===== src/rtl/seq_alu.sv =====
// rtl/seq_alu.sv - handshaked W-bit ALU with iterative shifts and optional iterative multiply
// Define SEQ_ALU_MUL_EN to build the shift-add multiplier for opcode 11.
module seq_alu #(
    parameter int WIDTH = 16
) (
    input  logic             clk,
    input  logic             rst,
    input  logic             inValid,
    output logic             inReady,
    input  logic [3:0]       OPCODE,
    input  logic [WIDTH-1:0] a,
    input  logic [WIDTH-1:0] b,
    output logic             outValid,
    input  logic             outReady,
    output logic [WIDTH-1:0] s,
    output logic             cOut,
    output logic             ovf,
    output logic             sign,
    output logic             negative,
    output logic             zero
);
    localparam int SW = $clog2(WIDTH);

    typedef enum logic [1:0] {IDLE, BUSY, DONE} state_t;

    state_t           state;
    logic [3:0]       op_q;
    logic [WIDTH-1:0] work;
    logic [WIDTH-1:0] work_nxt;
    logic [SW:0]      count;
    logic             flag_en;
    logic             cin;
    logic             cin_msb;
    logic             fast_arith;
    logic [WIDTH-1:0] bb;
    logic [WIDTH:0]   sum_ext;
    logic [WIDTH-1:0] fast_s;

`ifdef SEQ_ALU_MUL_EN
    logic [2*WIDTH-1:0] acc;
    logic [2*WIDTH-1:0] acc_nxt;
    logic [WIDTH-1:0]   mcand;
    logic [WIDTH:0]     part;

    // Accumulator holds {partial product, remaining multiplier bits}.
    always_comb begin
        part    = {1'b0, acc[2*WIDTH-1:WIDTH]} + (acc[0] ? {1'b0, mcand} : {(WIDTH+1){1'b0}});
        acc_nxt = {part, acc[WIDTH-1:1]};
    end
`endif

    always_comb begin
        cin        = (OPCODE == 4'd1);
        bb         = cin ? ~b : b;
        sum_ext    = {1'b0, a} + {1'b0, bb} + {{WIDTH{1'b0}}, cin};
        cin_msb    = a[WIDTH-1] ^ bb[WIDTH-1] ^ sum_ext[WIDTH-1];
        fast_arith = (OPCODE <= 4'd1);
        case (OPCODE)
            4'd0, 4'd1: fast_s = sum_ext[WIDTH-1:0];
            4'd2:       fast_s = a & b;
            4'd3:       fast_s = a | b;
            4'd4:       fast_s = a ^ b;
            4'd5:       fast_s = {{(WIDTH-1){1'b0}}, a > b};
            4'd6:       fast_s = a << 1;
            4'd7:       fast_s = a >> 1;
            default:    fast_s = '0;
        endcase
    end

    always_comb begin
        case (op_q)
            4'd8:    work_nxt = work << 1;
            4'd9:    work_nxt = work >> 1;
            default: work_nxt = {work[WIDTH-1], work[WIDTH-1:1]};
        endcase
    end

    assign inReady  = (state == IDLE) && !rst;
    assign outValid = (state == DONE);
    // Reserved opcodes clear flag_en so that even zero reads 0 for them.
    assign negative = flag_en & s[WIDTH-1];
    assign zero     = flag_en & (s == '0);
    assign sign     = ovf ^ negative;

    always_ff @(posedge clk) begin
        if (rst) begin
            state   <= IDLE;
            op_q    <= '0;
            work    <= '0;
            count   <= '0;
            s       <= '0;
            cOut    <= 1'b0;
            ovf     <= 1'b0;
            flag_en <= 1'b0;
`ifdef SEQ_ALU_MUL_EN
            acc     <= '0;
            mcand   <= '0;
`endif
        end else begin
            case (state)
                IDLE: begin
                    if (inValid) begin
                        op_q <= OPCODE;
                        if (OPCODE >= 4'd8 && OPCODE <= 4'd10) begin
                            work  <= a;
                            count <= {1'b0, b[SW-1:0]};
                            if (b[SW-1:0] == '0) begin
                                state   <= DONE;
                                s       <= a;
                                cOut    <= 1'b0;
                                ovf     <= 1'b0;
                                flag_en <= 1'b1;
                            end else begin
                                state <= BUSY;
                            end
                        end
`ifdef SEQ_ALU_MUL_EN
                        else if (OPCODE == 4'd11) begin
                            acc   <= {{WIDTH{1'b0}}, b};
                            mcand <= a;
                            count <= (SW+1)'(WIDTH);
                            state <= BUSY;
                        end
`endif
                        else begin
                            state   <= DONE;
                            s       <= fast_s;
                            cOut    <= fast_arith & sum_ext[WIDTH];
                            ovf     <= fast_arith & (cin_msb ^ sum_ext[WIDTH]);
                            flag_en <= (OPCODE <= 4'd7);
                        end
                    end
                end
                BUSY: begin
                    count <= count - {{SW{1'b0}}, 1'b1};
                    work  <= work_nxt;
`ifdef SEQ_ALU_MUL_EN
                    acc   <= acc_nxt;
`endif
                    // The last step lands directly in DONE so latency is steps + 1.
                    if (count == {{SW{1'b0}}, 1'b1}) begin
                        state   <= DONE;
                        ovf     <= 1'b0;
                        flag_en <= 1'b1;
`ifdef SEQ_ALU_MUL_EN
                        if (op_q == 4'd11) begin
                            s    <= acc_nxt[WIDTH-1:0];
                            cOut <= |acc_nxt[2*WIDTH-1:WIDTH];
                        end else
`endif
                        begin
                            s    <= work_nxt;
                            cOut <= 1'b0;
                        end
                    end
                end
                DONE: begin
                    if (outReady) state <= IDLE;
                end
                default: state <= IDLE;
            endcase
        end
    end
endmodule


===== config.mk =====
export PLATFORM = sky130hd
export DESIGN_NAME = seq_alu
export DESIGN_NICKNAME = d
export VERILOG_FILES = /design/src/rtl/seq_alu.sv
export SDC_FILE = /design/constraint.sdc
export NUM_CORES = 1
export LEC_CHECK = 0
export BUFFER_PORTS_ARGS = -buffer_cell sky130_fd_sc_hd__clkbuf_2
export CAP_MARGIN = 20
export CORE_ASPECT_RATIO = 1.25
export CORE_MARGIN = 4
export CORE_UTILIZATION = 40
export CTS_CLUSTER_DIAMETER = 80
export DETAILED_ROUTE_END_ITERATION = 10
export PLACE_DENSITY = 0.69
export SYNTH_ARGS = -nofsm -noshare
export SYNTH_HDL_FRONTEND = slang
export SYNTH_SLANG_ARGS = --single-unit

===== constraint.sdc =====
create_clock -name clk -period 4 [get_ports clk]
set_input_delay 0.8 -clock clk [delete_from_list [all_inputs] [get_ports clk]]
set_output_delay 0.8 -clock clk [all_outputs]
set_load 0.05 [all_outputs]

==> reports/metrics.csv <==
stage,metric,value,unit
outcome,outcome,finished clean,
synthesis,ys_seq_area_frac,0.184,
setup_path,critPathLaunchType,primary input,
synthesis,synth_edf_count,0,
clocking,cts_buffers,5,
synthesis,ys_seq_elements,46,
cells_and_area,drive_gt1_frac,0.136,
setup_path,reg2regPathDepth,6,
cells_and_area,utilization,0.460,
worst_hold_path,hold_path.class,reg2reg,
clocking,cts.clk_slew.worst_paths,0.06,ns
sta,setup-violations-final,0,
global_route,grt_pass1_vias,5111,
global_route,grt_pass1_wl,26900,um
sta,final_max_slew_viol_count,0,
global_route,antenna_found_initial,0,
clocking,cts_tree,built,
setup_path,critPathRequiredTime,4.22,ns
sta,hold_viol_final,0,
clocking,ctsHtreeMaxLevel,2,
sta,fin_setup_tns,0,ns
sta,tightest_slew,1.02,ns
floorplanning,die_h,133,um
floorplanning,ios,63,
cells_and_area,antenna_cells,0,
pwr,p_leak,2.41,nW
worst_hold_path,hold_path_depth,2,
global_route,grt_max_degree,48,
sta,holdWs,0.470,ns
placed_design,place_congestion,0.959,
clocking,cts_sinks,46,
cells_and_area,final_nets,828,
cells_and_area,final_common_cell,nand2_1,
synthesis,synth_warnings,0,
setup_path,end_kind,register,
setup_path,cp.arrival,3.63,ns
detailed_routing,first_iter_violations,635,
floorplanning,dieArea,14400,um2
placed_design,port_buffers,62,
pwr,ir_drop,0.138,mV
synthesis,syn_area_per_cell,7.38,um2
placed_design,dpl.hpwl,12900,um
sta,fmax,293,MHz
sta,fin_crit,3.42,ns
clocking,clockRootBuffer,clkbuf_16,
setup_path,cp_max_fo,18,
sta,fin_worst_skew,0.00514,ns
sta,slew_headroom,0.312,
setup_path,criticalPathCategory,in2reg,
cells_and_area,synthToLayoutAreaGrowth,12.2,%
detailed_routing,drt-total-wl,16500,um
detailed_routing,num_vias,5239,
floorplanning,die_w,108,um
synthesis,ys.flop_type,dfxtp_1,
global_route,grt_remaining_overflow,0,
sta,rsz0062_at_grt,no,
global_route,grt_usage,0.232,
clocking,insertion_delay,0.29,ns
cells_and_area,fill_cells,1273,
sta,fin_crit_sh,0.854,
detailed_routing,firstDrtPassIters,5,
clocking,cts-resized-gates,0,
synthesis,synth_nets,787,
floorplanning,initial_core_util,0.410,
detailed_routing,ant_nets,0,
floorplanning,core-area,12200,um2
clocking,cts_setup_buffers,0,
cells_and_area,most-common-layout-cells,"nand2_1, ha_1, a21oi_1, clkbuf_2, nor2_1",
synthesis,async_flop_share,0,
detailed_routing,avgViaCountPerCell,5.93,
synthesis,syn_inst,678,
clocking,hold_buffers,0,
clocking,cts_max_path_buffers,2,
floorplanning,rows,45,
flow_run,drv_cap,0,
synthesis,ys_types,66,
detailed_routing,avgRoutedWirePerCell,18.6,um
pwr,power_density,282,nW/um2
synthesis,syn-cell-area,5010,um2
detailed_routing,drc,0,
## sequential cells by signal (all words and copies together) (netlist names)
name,cells
cOut,1
work,16
ovf,1
s,16
flag_en,1
state,2
op_q,4
count,5
## routing by layer
metal  global-route usage  wire length (um)  vias to the layer above
met5                    0                 0                        -
met4               0.0828               556                        0
met3               0.0161               961                       29
met2                0.390              8030                      207
met1                0.309              6910                     2492
li1                     -                 -                     2511
## path summary, 6_finish.rpt
check	from	endpoint	slack [ns]
worst max-delay path	OPCODE[3]	s[13]	0.58
worst min register to register	work[14]	work[14]	0.47
worst min-delay path	work[14]	work[14]	0.47
worst max register to register	state[0]	s[6]	1.56
## logic make-up (layout without fill, tap and decap cells)
group	Yosys count	count (layout)	share of synthesized area
and+or+nand+nor	227	227	0.217
AOI/OAI and AO/OA	204	204	0.274
buffers and inverters	90	132	0.0740
adders and majority gates	69	69	0.174
DFF	46	46	0.184
xor gates and xnor gates	31	31	0.0542
muxes	11	11	0.0225
## final cells by class
class	count	area (um2)	share of cell area
Timing Repair Buffer	78	443	0.0789
Tap cell	164	205	0.0365
Clock buffer	7	143	0.0254
Clock inverter	1	5.00	0.000891
Sequential cell	46	921	0.164
Inverter	46	173	0.0307
Multi-Input combinational cell	542	3730	0.664
## power breakdown
group          switching [mW]  leakage (nW)  total [mW]  internal, mW
registers              0.0336         0.376       0.522         0.489
clock network           0.176        0.0739       0.425         0.248
logic                   0.410          1.96       0.636         0.226
total                   0.620          2.41        1.58         0.963
## metrics by stage
stage                     std cells  setup slack (ns)  total power, mW  cell area [um2]
after floorplan                 678             0.184            0.966             5010
after global placement          875             0.374             1.15             5460
after detailed placement        875             0.325             1.16             5460
after CTS                       883             0.618             1.58             5610
after global routing            884             0.399             1.67             5620
final                           884             0.585             1.58             5620
## worst max-delay path, cell delays in order
cell,delay [ns]
clkbuf_2,0.13
nor4b_4,0.34
buf_12,0.22
xnor2_1,0.08
ha_1,0.42
nand4_1,0.19
or3_1,0.38
or3_1,0.34
o211ai_1,0.17
xor2_1,0.27
nand3_1,0.11
a21oi_1,0.15
## synthesized netlist by cell type, drive strengths merged, types with 6 or more instances
cell type,n,share of area
xor2,6,0.010
ha,68,0.17
mux2i,9,0.018
dfxtp,46,0.18
buf,18,0.020
xnor2,25,0.044
inv,46,0.034
nor3,13,0.013
nor4b,6,0.015
a211oi,9,0.013
a21oi,64,0.064
clkbuf,26,0.019
nand4,6,0.0075
o21ai,30,0.030
o211ai,23,0.035
nor2,51,0.038
a31oi,7,0.012
a22oi,12,0.018
nand3,25,0.025
nand2,88,0.066
a21o,8,0.012
No activity file was read; power rests on OpenSTA's default activity.
